**config.mk**
```make
export PLATFORM = sky130hd
export DESIGN_NAME = alu16
export DESIGN_NICKNAME = d
export VERILOG_FILES = /design/src/rtl/alu16_pkg.sv /design/src/rtl/alu16_addsub.sv /design/src/rtl/alu16.sv
export SDC_FILE = /design/constraint.sdc
export NUM_CORES = 1
export LEC_CHECK = 0
export CAP_MARGIN = 20
export CORE_MARGIN = 2
export CORE_UTILIZATION = 50
export CTS_BUF_LIST = sky130_fd_sc_hd__clkbuf_8
export DETAILED_ROUTE_END_ITERATION = 10
export PLACE_DENSITY = 0.82
export SLEW_MARGIN = 0
export SYNTH_ARGS = -nofsm -noshare
export SYNTH_HDL_FRONTEND = slang
export SYNTH_HIERARCHICAL = 1
export SYNTH_SLANG_ARGS = --single-unit
```
**constraint.sdc**
```tcl
create_clock -name clk -period 11.5 [get_ports clk]
set_clock_uncertainty 0.2 [all_clocks]
set_input_delay 2.875 -clock clk [delete_from_list [all_inputs] [get_ports clk]]
set_output_delay 2.875 -clock clk [all_outputs]
set_load 0.02 [all_outputs]
```
**src/rtl/alu16_pkg.sv**
```systemverilog
// Shared opcodes and width for the alu16 execution unit.
// Optional flag outputs Z/V are enabled with macro ALU16_FLAGS_EN.
package alu16_pkg;

   localparam int ALU16_WIDTH = 16;

   localparam logic [2:0] OP_ADD = 3'b000;
   localparam logic [2:0] OP_SUB = 3'b001;
   localparam logic [2:0] OP_AND = 3'b010;
   localparam logic [2:0] OP_OR  = 3'b011;
   localparam logic [2:0] OP_XOR = 3'b100;
   localparam logic [2:0] OP_NOT = 3'b101;
   localparam logic [2:0] OP_SHL = 3'b110;
   localparam logic [2:0] OP_SHR = 3'b111;

endpackage

```
**src/rtl/alu16_addsub.sv**
```systemverilog
// Combinational adder/subtractor shared by ADD and SUB.
// Subtraction adds ~b and ~c_in, so the raw carry is an inverted borrow.
module alu16_addsub #(
   parameter int WIDTH = 16
) (
   input  logic [WIDTH-1:0] a,
   input  logic [WIDTH-1:0] b,
   input  logic             c_in,
   input  logic             sub,
   output logic [WIDTH-1:0] sum,
   output logic             c_out
);

   logic [WIDTH-1:0] b_op;
   logic             c_op;
   logic [WIDTH:0]   full;

   assign b_op = sub ? ~b : b;
   assign c_op = sub ? ~c_in : c_in;
   assign full = {1'b0, a} + {1'b0, b_op} + {{WIDTH{1'b0}}, c_op};

   assign sum   = full[WIDTH-1:0];
   assign c_out = full[WIDTH] ^ sub;

endmodule

```
**src/rtl/alu16.sv**
```systemverilog
// 8-operation ALU with 1-cycle registered result and carry.
// Define ALU16_FLAGS_EN to add registered zero (Z) and overflow (V) outputs.
module alu16
   import alu16_pkg::*;
#(
   parameter int WIDTH = ALU16_WIDTH
) (
   input  logic             clk,
   input  logic             rst,
   input  logic [2:0]       Mode,
   input  logic [WIDTH-1:0] A,
   input  logic [WIDTH-1:0] B,
   input  logic             C_in,
   output logic [WIDTH-1:0] X,
`ifdef ALU16_FLAGS_EN
   output logic             Z,
   output logic             V,
`endif
   output logic             C_out
);

   logic             is_sub;
   logic [WIDTH-1:0] as_sum;
   logic             as_c;
   logic [WIDTH-1:0] x_nxt;
   logic             c_nxt;

   assign is_sub = (Mode == OP_SUB);

   alu16_addsub #(
      .WIDTH (WIDTH)
   ) u_addsub (
      .a     (A),
      .b     (B),
      .c_in  (C_in),
      .sub   (is_sub),
      .sum   (as_sum),
      .c_out (as_c)
   );

   always_comb begin
      x_nxt = '0;
      c_nxt = 1'b0;
      unique case (Mode)
         OP_ADD, OP_SUB: begin
            x_nxt = as_sum;
            c_nxt = as_c;
         end
         OP_AND: x_nxt = A & B;
         OP_OR:  x_nxt = A | B;
         OP_XOR: x_nxt = A ^ B;
         OP_NOT: x_nxt = ~A;
         OP_SHL: begin
            x_nxt = {A[WIDTH-2:0], C_in};
            c_nxt = A[WIDTH-1];
         end
         OP_SHR: begin
            x_nxt = {C_in, A[WIDTH-1:1]};
            c_nxt = A[0];
         end
         default: begin
            x_nxt = '0;
            c_nxt = 1'b0;
         end
      endcase
   end

   always_ff @(posedge clk) begin
      if (rst) begin
         X     <= '0;
         C_out <= 1'b0;
      end else begin
         X     <= x_nxt;
         C_out <= c_nxt;
      end
   end

`ifdef ALU16_FLAGS_EN
   logic b_sgn;
   logic v_nxt;

   // SUB overflow uses the sign of the inverted B actually fed to the adder
   assign b_sgn = is_sub ? ~B[WIDTH-1] : B[WIDTH-1];
   assign v_nxt = ((Mode == OP_ADD) || is_sub)
                  && (A[WIDTH-1] == b_sgn)
                  && (as_sum[WIDTH-1] != A[WIDTH-1]);

   always_ff @(posedge clk) begin
      if (rst) begin
         Z <= 1'b0;
         V <= 1'b0;
      end else begin
         Z <= (x_nxt == '0);
         V <= v_nxt;
      end
   end
`endif

endmodule

```
==> impl_metrics.env, run 1 <==
export IMPL_outcome="completed"
export IMPL_crit_fanout=18
export IMPL_critical_path_class="in2reg"
export IMPL_cts_sinks=17
export IMPL_drt_antenna_violating_nets=0
export IMPL_grt_overflow=0
export IMPL_dp_hpwl_um=5740
export IMPL_post_route_period_util_pct=66.6
export IMPL_finalSetupViolCount=0
export IMPL_fill_cells=510
export IMPL_antennaDiodeCount=0
export IMPL_htreeDepth=1
export IMPL_worst_path_stages=14
export IMPL_endpoint_kind="flip-flop"
export IMPL_max_stage_delay_ps=970
export IMPL_path_buf_inv=3
export IMPL_portBuffers=54
export IMPL_fmax_ghz=0.131
export IMPL_cts_root_buf="clkbuf_8"
export IMPL_p_per_area_mw_per_mm2=80.4
export IMPL_hp_class="in2reg"
export IMPL_synthFlopType="dfxtp_1"
export IMPL_p_leak_nw=1.68
export IMPL_drive_gt1_share_pct=3.54
export IMPL_maxSlewViolCount=0
export IMPL_synth_cells=388
export IMPL_yosys_area_share_simple_pct=15.4
export IMPL_drt_iter0_markers=258
export IMPL_worst_pin_slew_ps=1110
export IMPL_synthTopCellsByArea="ha_1 21%, dfxtp_1 12%, mux2i_1 6.8%"
export IMPL_cts_buffers=3
export IMPL_synth_area_mux_share_pct=7.20
export IMPL_gp_congestion=0.937
export IMPL_synth_top_cell_by_area="ha_1"
export IMPL_grt_start_max_net_pins=68
export IMPL_drcViolationCount=0
export IMPL_die_w_um=80.7
export IMPL_crit_chain="clkdlybuf4s50_1 > inv_1 > and3_1 > xor2_1 > fa_1 > fa_1 > a21o_1 > nor2_1 > o211ai_1 > and3_1 > a21oi_1 > xnor2_1 > inv_1 > a221oi_1"
export IMPL_rows=27
export IMPL_cp_top_family="simple AND/OR/NAND/NOR gates"
export IMPL_slew_headroom_pct=26.2
export IMPL_start_util_pct=52.7
export IMPL_startpoint_type="input pin"
export IMPL_async_reset_ff_share_pct=0
export IMPL_p_total_mw=0.281
export IMPL_grt_pass1_wl_um=12800
export IMPL_syn_avg_cell_area_um2=7.57
export IMPL_arrival_ps=7620
export IMPL_nNetsFinal=514
export IMPL_track_usage_pct=24.8
export IMPL_avgViaCountPerCell=6.00
export IMPL_yosys_area_top_type_share_pct=20.9
export IMPL_die_h_um=80.7
export IMPL_synth_enable_flop_cells=0
export IMPL_core_mm2=0.00557
export IMPL_seq_area_frac_synth_pct=11.6
export IMPL_slowest_stage="and3_1"
export IMPL_ys_ff_latch=17
export IMPL_dieArea_mm2=0.00650
export IMPL_ios=55
export IMPL_syn_area_mm2=0.00294
export IMPL_hold_depth=3
export IMPL_first_global_vias=2824
export IMPL_wl_per_cell_um=16.0
export IMPL_areaGrowthSynthToFinish_pct=19.0
export IMPL_cts_clk_slew_worst_paths_ps=80
export IMPL_synth_nets=477
export IMPL_post_cts_buffers=0
export IMPL_ys_warn_count=6
export IMPL_rsz0062_at_grt="no"
export IMPL_drt_first_pass_iters=5
export IMPL_timing_hold_ws_ps=3310
export IMPL_synth_top_family_by_area="compound AO/OA/AOI/OAI gates"
export IMPL_ir_drop_mv=0.0417
export IMPL_synth_fa_ha_area_share_pct=22.2
export IMPL_drt_wl_total_um=7930
export IMPL_synthXorXnorAreaFrac_pct=8.65
export IMPL_hold_viol=0
export IMPL_synthDistinctLibCells=45
export IMPL_dr_total_vias=2975
export IMPL_post_cts_resized=0
export IMPL_clock_path_buffers=2
export IMPL_fin_setup_tns_ps=0
export IMPL_antenna_found_initial=0
export IMPL_fin_crit_ps=7650
export IMPL_cp_data_required_time_ps=11460
export IMPL_hold_buffers=0
export IMPL_synth_compound_area_share_pct=24.1
export IMPL_drv_cap=0
export IMPL_cts_tree="built"
## metal layers
layer | up-vias | global-route usage, % | routed length [um]
met4 | 0 | 10.8 | 213
li1 | 1440 | - | -
met5 | - | 0 | 0
met2 | 149 | 41.2 | 3670
met1 | 1365 | 31.8 | 3460
met3 | 21 | 3.26 | 588
## cell families after synthesis
kind of cell,after synthesis
multiplexers,21
XOR/XNOR,29
adder cells (fa/ha/maj),51
buffers and inverters,73
AO/OA/AOI/OAI,108
AND/OR/NAND/NOR,89
flip-flops,17
## where the power goes
group          internal [mW]  switching, mW
Combinational         0.0726         0.0914
Clock                 0.0239         0.0265
Sequential            0.0647        0.00185
Total                  0.161          0.120
## cells in the final DEF (no fill, tap or decap), types with 3 or more instances in the layout
cell and instances:
a211oi_1 5, nor3b_1 9, and3_1 3, o31a_1 4
a31oi_1 5, xor2_1 22, a2111oi_0 3, inv_1 50
a21o_1 6, clkdlybuf4s50_1 53, xnor2_1 7, nor3_1 7
nor2b_1 9, mux2i_1 20, a221oi_1 16, o22ai_1 7
dfxtp_1 17, clkbuf_8 3, nor2_1 33, ha_1 49
nand2_1 14, a21oi_1 36, o21ai_0 16
## state kept, by name, indices dropped and copies added (netlist names)
| register | flops |
|---|---|
| X | 16 |
| C_out | 1 |
## synth_stat cells, drive strengths merged, types with 8 or more instances
| library cell | number |
|---|---|
| inv | 49 |
| dfxtp | 17 |
| a21oi | 37 |
| xor2 | 22 |
| buf | 16 |
| o21ai | 18 |
| clkbuf | 8 |
| mux2i | 20 |
| nand2 | 15 |
| nor2b | 9 |
| nor2 | 35 |
| ha | 49 |
| a221oi | 18 |
| nor3b | 9 |
## worst min-delay path: stages
cell             delay, ps
clkdlybuf4s50_1        520
o22ai_1                210
o31a_1                 140
## worst paths after layout
path / to / start
setup / recovery: X[14]$_SDFF_PP0_ / Mode[2]
hold / removal: X[5]$_SDFF_PP0_ / A[5]
## stage by stage
step,util [%],setup WS [ps],std cells,area [um2]
6_report,62.7,3850,496,3500
5_1_grt,62.7,3580,496,3500
4_1_cts,62.4,3940,495,3480
3_5_place_dp,61.6,3670,491,3440
3_3_place_gp,61.6,3860,491,3440
2_1_floorplan,-,4970,388,2940
## final cells by class
type	count	area, um2	area share (%)
well taps	72	90.1	2.58
flip-flops and latches	17	340	9.74
inverters	49	184	5.26
clock buffers	3	41.3	1.18
clock inverters	1	3.75	0.107
repair buffers	56	558	16.0
multi-input cells	298	2280	65.2
Note: power is estimated with default switching activity, not from simulation.
==> run 2: changes to the inputs <==
- clock period: 11.5 -> 7.8 ns (I/O delays scaled with it)
==> run 2 against run 1 <==
Effect of this change: die area stayed put; critical path depth did not move; sequential share of layout area decreased by 0.059 points; combinational power rose by 49%; utilization grew 0.38 points; total power up 49%; cell count is 0.20% higher; highest routed layer unchanged; non-clock buffer count grew 1; via count rose by 0.13%; flip-flop and latch count stayed put; count of clock-buffer cells in the layout stayed put; first-iteration DRC count fell by 9.7%.
==> impl_metrics.env, run 2 (synthesis results as in run 1) <==
export IMPL_die_h_um=80.7
export IMPL_clock_path_buffers=2
export IMPL_p_per_area_mw_per_mm2=119
export IMPL_final_setup_worst_slack_ps=1600
export IMPL_hold_viol=0
export IMPL_post_cts_resized=0
export IMPL_slew_headroom_pct=35.2
export IMPL_core_mm2=0.00557
export IMPL_max_stage_delay_ps=920
export IMPL_track_usage_pct=24.7
export IMPL_crit_fanout=17
export IMPL_fill_cells=515
export IMPL_start_util_pct=52.7
export IMPL_die_w_um=80.7
export IMPL_startpoint_type="input pin"
export IMPL_cp_data_required_time_ps=7760
export IMPL_hold_buffers=0
export IMPL_dp_cells=492
export IMPL_wl_per_cell_um=16.1
export IMPL_drt_first_pass_iters=5
export IMPL_drt_iter0_markers=233
export IMPL_top_regs="X (16), C_out (1)"
export IMPL_fin_cells=497
export IMPL_crit_chain="clkdlybuf4s50_1 > inv_1 > and3_1 > xor2_1 > fa_1 > fa_1 > a21o_1 > nor2_1 > o211ai_1 > a31oi_1 > o21ai_1 > xor2_1 > inv_1 > a221oi_1"
export IMPL_final_common_cell="clkdlybuf4s50_1"
export IMPL_post_route_period_util_pct=79.5
export IMPL_grt_overflow=0
export IMPL_gp_congestion=0.931
export IMPL_post_cts_buffers=0
export IMPL_p_leak_nw=1.69
export IMPL_cts_sinks=17
export IMPL_path_buf_inv=3
export IMPL_drt_antenna_violating_nets=0
export IMPL_layout_common_cells="53 x clkdlybuf4s50_1, 49 x inv_1, 49 x ha_1, 36 x a21oi_1, 33 x nor2_1"
export IMPL_drive_gt1_share_pct=4.00
export IMPL_arrival_ps=6160
export IMPL_rows=27
export IMPL_endpoint_kind="flip-flop"
export IMPL_portBuffers=54
export IMPL_antenna_found_initial=0
export IMPL_fmax_ghz=0.161
export IMPL_antennaDiodeCount=0
export IMPL_dp_hpwl_um=5750
export IMPL_drt_wl_total_um=7990
export IMPL_drcViolationCount=0
export IMPL_dpl_worst_slack_ps=1480
export IMPL_cts_root_buf="clkbuf_8"
export IMPL_ir_drop_mv=0.0996
export IMPL_avgViaCountPerCell=5.99
export IMPL_areaGrowthSynthToFinish_pct=19.7
export IMPL_cts_buffers=3
export IMPL_dr_total_vias=2979
export IMPL_nNetsFinal=515
export IMPL_multiInputGateArea_mm2=0.00228
export IMPL_regArea_um2=340
export IMPL_ios=55
export IMPL_regMostFlops="X"
export IMPL_dieArea_mm2=0.00650
export IMPL_cts_clk_slew_worst_paths_ps=80
export IMPL_grt_pass1_wl_um=12800
export IMPL_drv_cap=0
export IMPL_critical_path_class="in2reg"
export IMPL_first_global_vias=2717
export IMPL_grt_start_max_net_pins=67
export IMPL_htreeDepth=1
export IMPL_fin_setup_tns_ps=0
export IMPL_finalSetupViolCount=0
export IMPL_hp_class="in2reg"
export IMPL_slowest_stage="clkdlybuf4s50_1"
export IMPL_fin_crit_ps=6200
export IMPL_worst_pin_slew_ps=970
export IMPL_cp_top_family="buffers and inverters"
export IMPL_rsz0062_at_grt="no"
export IMPL_outcome="completed"
export IMPL_maxSlewViolCount=0
export IMPL_largest_register_ffs=16
export IMPL_cts_tree="built"
-- run 2: cell count changes in the layout (fill, tap and decap cells not counted), sizes merged --
cell | before | now
buf | 3 | 4
clkinv | 0 | 1
inv | 50 | 49
-- run 2: layout make-up --
class | count | share of cell area [%]
Inverter | 49 | 5.23
Clock buffer | 3 | 1.17
Sequential cell | 17 | 9.68
Multi-Input combinational cell | 298 | 64.8
Clock inverter | 1 | 0.142
Tap cell | 72 | 2.56
Timing Repair Buffer | 57 | 16.4
-- run 2: through the flow --
step	area, um2	util [%]	power, mW	hold WS [ps]
global route	3520	63.1	0.447	2400
detailed placement	3440	61.8	0.338	2540
floorplan	2940	-	0.263	2040
finish	3520	63.1	0.418	2360
CTS	3490	62.6	0.414	2350
global placement	3440	61.8	0.334	2550
-- run 2: where the power goes --
group          switching (mW)  internal (mW)
logic                   0.137          0.108
clock network          0.0390         0.0357
registers             0.00242         0.0954
-- run 2: per-layer routing --
metal | wire (um) | global-route usage (%) | vias to the layer above | part of all wire (%)
met5 | 0 | 0 | - | 0
met2 | 3710 | 41.2 | 150 | 46
met4 | 155 | 6.44 | 0 | 1.9
met3 | 571 | 3.03 | 18 | 7.2
li1 | - | - | 1435 | -
met1 | 3550 | 33.5 | 1376 | 44
-- run 2: final timing paths --
path	cells after the start	from	end
worst max-delay path	14	Mode[2]	X[12]$_SDFF_PP0_
worst min-delay path	3	A[5]	X[5]$_SDFF_PP0_
==> variant (config.mk and constraints of run 2) <==
The option `ALU16_FLAGS_EN` is turned on by a define.
--- a/src/rtl/alu16.sv
+++ b/src/rtl/alu16.sv
@@ -1,4 +1,6 @@
 // 8-operation ALU with 1-cycle registered result and carry.
 // Define ALU16_FLAGS_EN to add registered zero (Z) and overflow (V) outputs.
+`define ALU16_FLAGS_EN
+
 module alu16
    import alu16_pkg::*;
Check against the original RTL (old outputs only; new: V and Z): equivalent (equiv_simple and equiv_induct, registers matched by name and starting in step).
==> variant against run 2 <==
Sequential share of layout area grew 0.78 points. Largest cell class unchanged. Design area is 3.4% higher. Setup slack improved by 0.48 ns. Utilization down 0.95 points. Wire length is 6.2% higher. Area after synthesis rose by 2.2%. Sequential cell count up 2. Power grew 3.3%. First-iteration DRC count is 3.0% lower. Global-route usage rose by 1.1 points. Count of clock-buffer cells in the layout unchanged. Clock power shrank 14%.
==> variant: results (changes against run 2) <==
yosys:
  yosys-top-cells-count: "ha_1 (49), inv_1 (37), a21oi_1 (35), nor2_1 (33), nand2_1 (28)"  # was ha_1 (49), inv_1 (49), a21oi_1 (36), nor2_1 (33), xor2_1 (22)
  synth-edff-count: 0  # unchanged
  ys_seq_area_frac: 0.1267  # was 0.1158
  syn_area_per_cell_um2: 7.448  # was 7.572 um2
  yosys-top-cells-area: "ha_1 (20%), dfxtp_1 (13%), xor2_1 (6.4%)"  # was ha_1 (21%), dfxtp_1 (12%), mux2i_1 (6.8%)
  synth_ff_type: "dfxtp_1"  # unchanged
  syn_nets: 492  # was 477
  ys_types: 55  # was 45
cells_and_area:
  largest_register: "X"  # unchanged
  nets: 535  # was 515
  antenna_cells: 0  # unchanged
  largest_reg_flops: 16  # unchanged
  stdcell_count: 520  # was 497
  fill_cells: 539  # was 515
  drive_gt1_frac: 0.04944  # was 0.04000
critical_path:
  cp_max_fo: 23  # was 17
  arrival_ns: 5.69  # was 6.16 ns
  cpMaxStageDelayCell: "or4_1"  # was clkdlybuf4s50_1
  critical_path.top_delay_family: "simple AND/OR/NAND/NOR gates"  # was buffers and inverters
  max_stage_delay_ns: 0.56  # was 0.92 ns
placement:
  place_area_mm2: 0.003591  # was 0.003443 mm2
  io_buffers: 56  # was 54
  place_hpwl_um: 6618  # was 5751 um
  dpl_worst_slack_ns: 1.860  # was 1.480 ns
  place.gp.congestion: 0.9689  # was 0.9313
clock_network:
  cts_max_level: 1  # unchanged
  cts_buffers: 3  # unchanged
  clk_pin_slew_ns: 0.06  # was 0.08 ns
route:
  first_pass_iters: 5  # unchanged
  wire_per_inst_um: 16.31  # was 16.07 um
  vias: 3153  # was 2979
  detail_route.iter0.violations: 226  # was 233
grt:
  overflow: 0  # unchanged
  grt_max_degree: 46  # was 67
  grt_pass1_vias: 2902  # was 2717
  grt_pass1_wl_um: 13500  # was 12830 um
  grt.total_usage: 0.2584  # was 0.2469
power_and_ir_drop:
  peakVddDrop_mv: 0.1095  # was 0.09960 mV
  leakagePower_nw: 1.699  # was 1.690 nW
status:
  outcome: "complete, no violations"  # unchanged
min_path:
  hp-class: "input port to flop"  # unchanged
timing:
  slew_headroom: 0.5739  # was 0.3520
-- variant: cell types whose count changed after synthesis, moves of 3 or more --
cell      before  now
inv_1         49   37
nand2b_1       2   10
mux2i_1       20   14
nand2_1       14   28
buf_2          9   12
o31ai_1        0    3
o21ai_0       16   21
a221oi_1      16    2
nand3_1        2    5
o221ai_1       0    3
buf_6          4    0
o22ai_1        7   13
o31a_1         4    1
nor3b_1        9    2
-- variant: path summary, 6_finish.rpt --
path  depth (start not counted)  end  slack [ns]  startpoint
min                           4    V        2.38       A[15]
max                          17    Z        2.08     Mode[1]
-- variant: where the power goes --
group | leakage (nW) | internal, mW | total [mW] | switching, mW
sequential | 0.157 | 0.106 | 0.108 | 0.00198
clock | 0.0269 | 0.0350 | 0.0644 | 0.0295
combinational | 1.52 | 0.113 | 0.259 | 0.146
-- variant: kinds of logic (layout without fill, tap and decap cells) --
family                     Yosys count  in the layout  synth area share
xor gates and xnor gates            30             30           0.08754
and+or+nand+nor                    112            112            0.1838
DFF                                 19             19            0.1267
muxes                               18             18           0.06544
adders and majority gates           51             51            0.2176
AOI/OAI and AO/OA                  113            113            0.2389
buffers and inverters               60            102           0.08003
-- variant: layout make-up --
type | instances | area (um2) | area share
multi-input cells | 324 | 2384 | 0.6555
repair buffers | 60 | 590.6 | 0.1624
flip-flops and latches | 19 | 380.4 | 0.1046
inverters | 38 | 142.6 | 0.03923
well taps | 75 | 93.84 | 0.02581
clock buffers | 3 | 41.29 | 0.01136
clock inverters | 1 | 3.754 | 0.001032
-- variant: metal layers --
layer | wire length (um) | part of all wire | track usage
met1 | 3500 | 0.41 | 0.3262
met2 | 3884 | 0.46 | 0.4475
met3 | 782 | 0.092 | 0.01868
met4 | 312 | 0.037 | 0.1169
met5 | 0 | 0 | 0
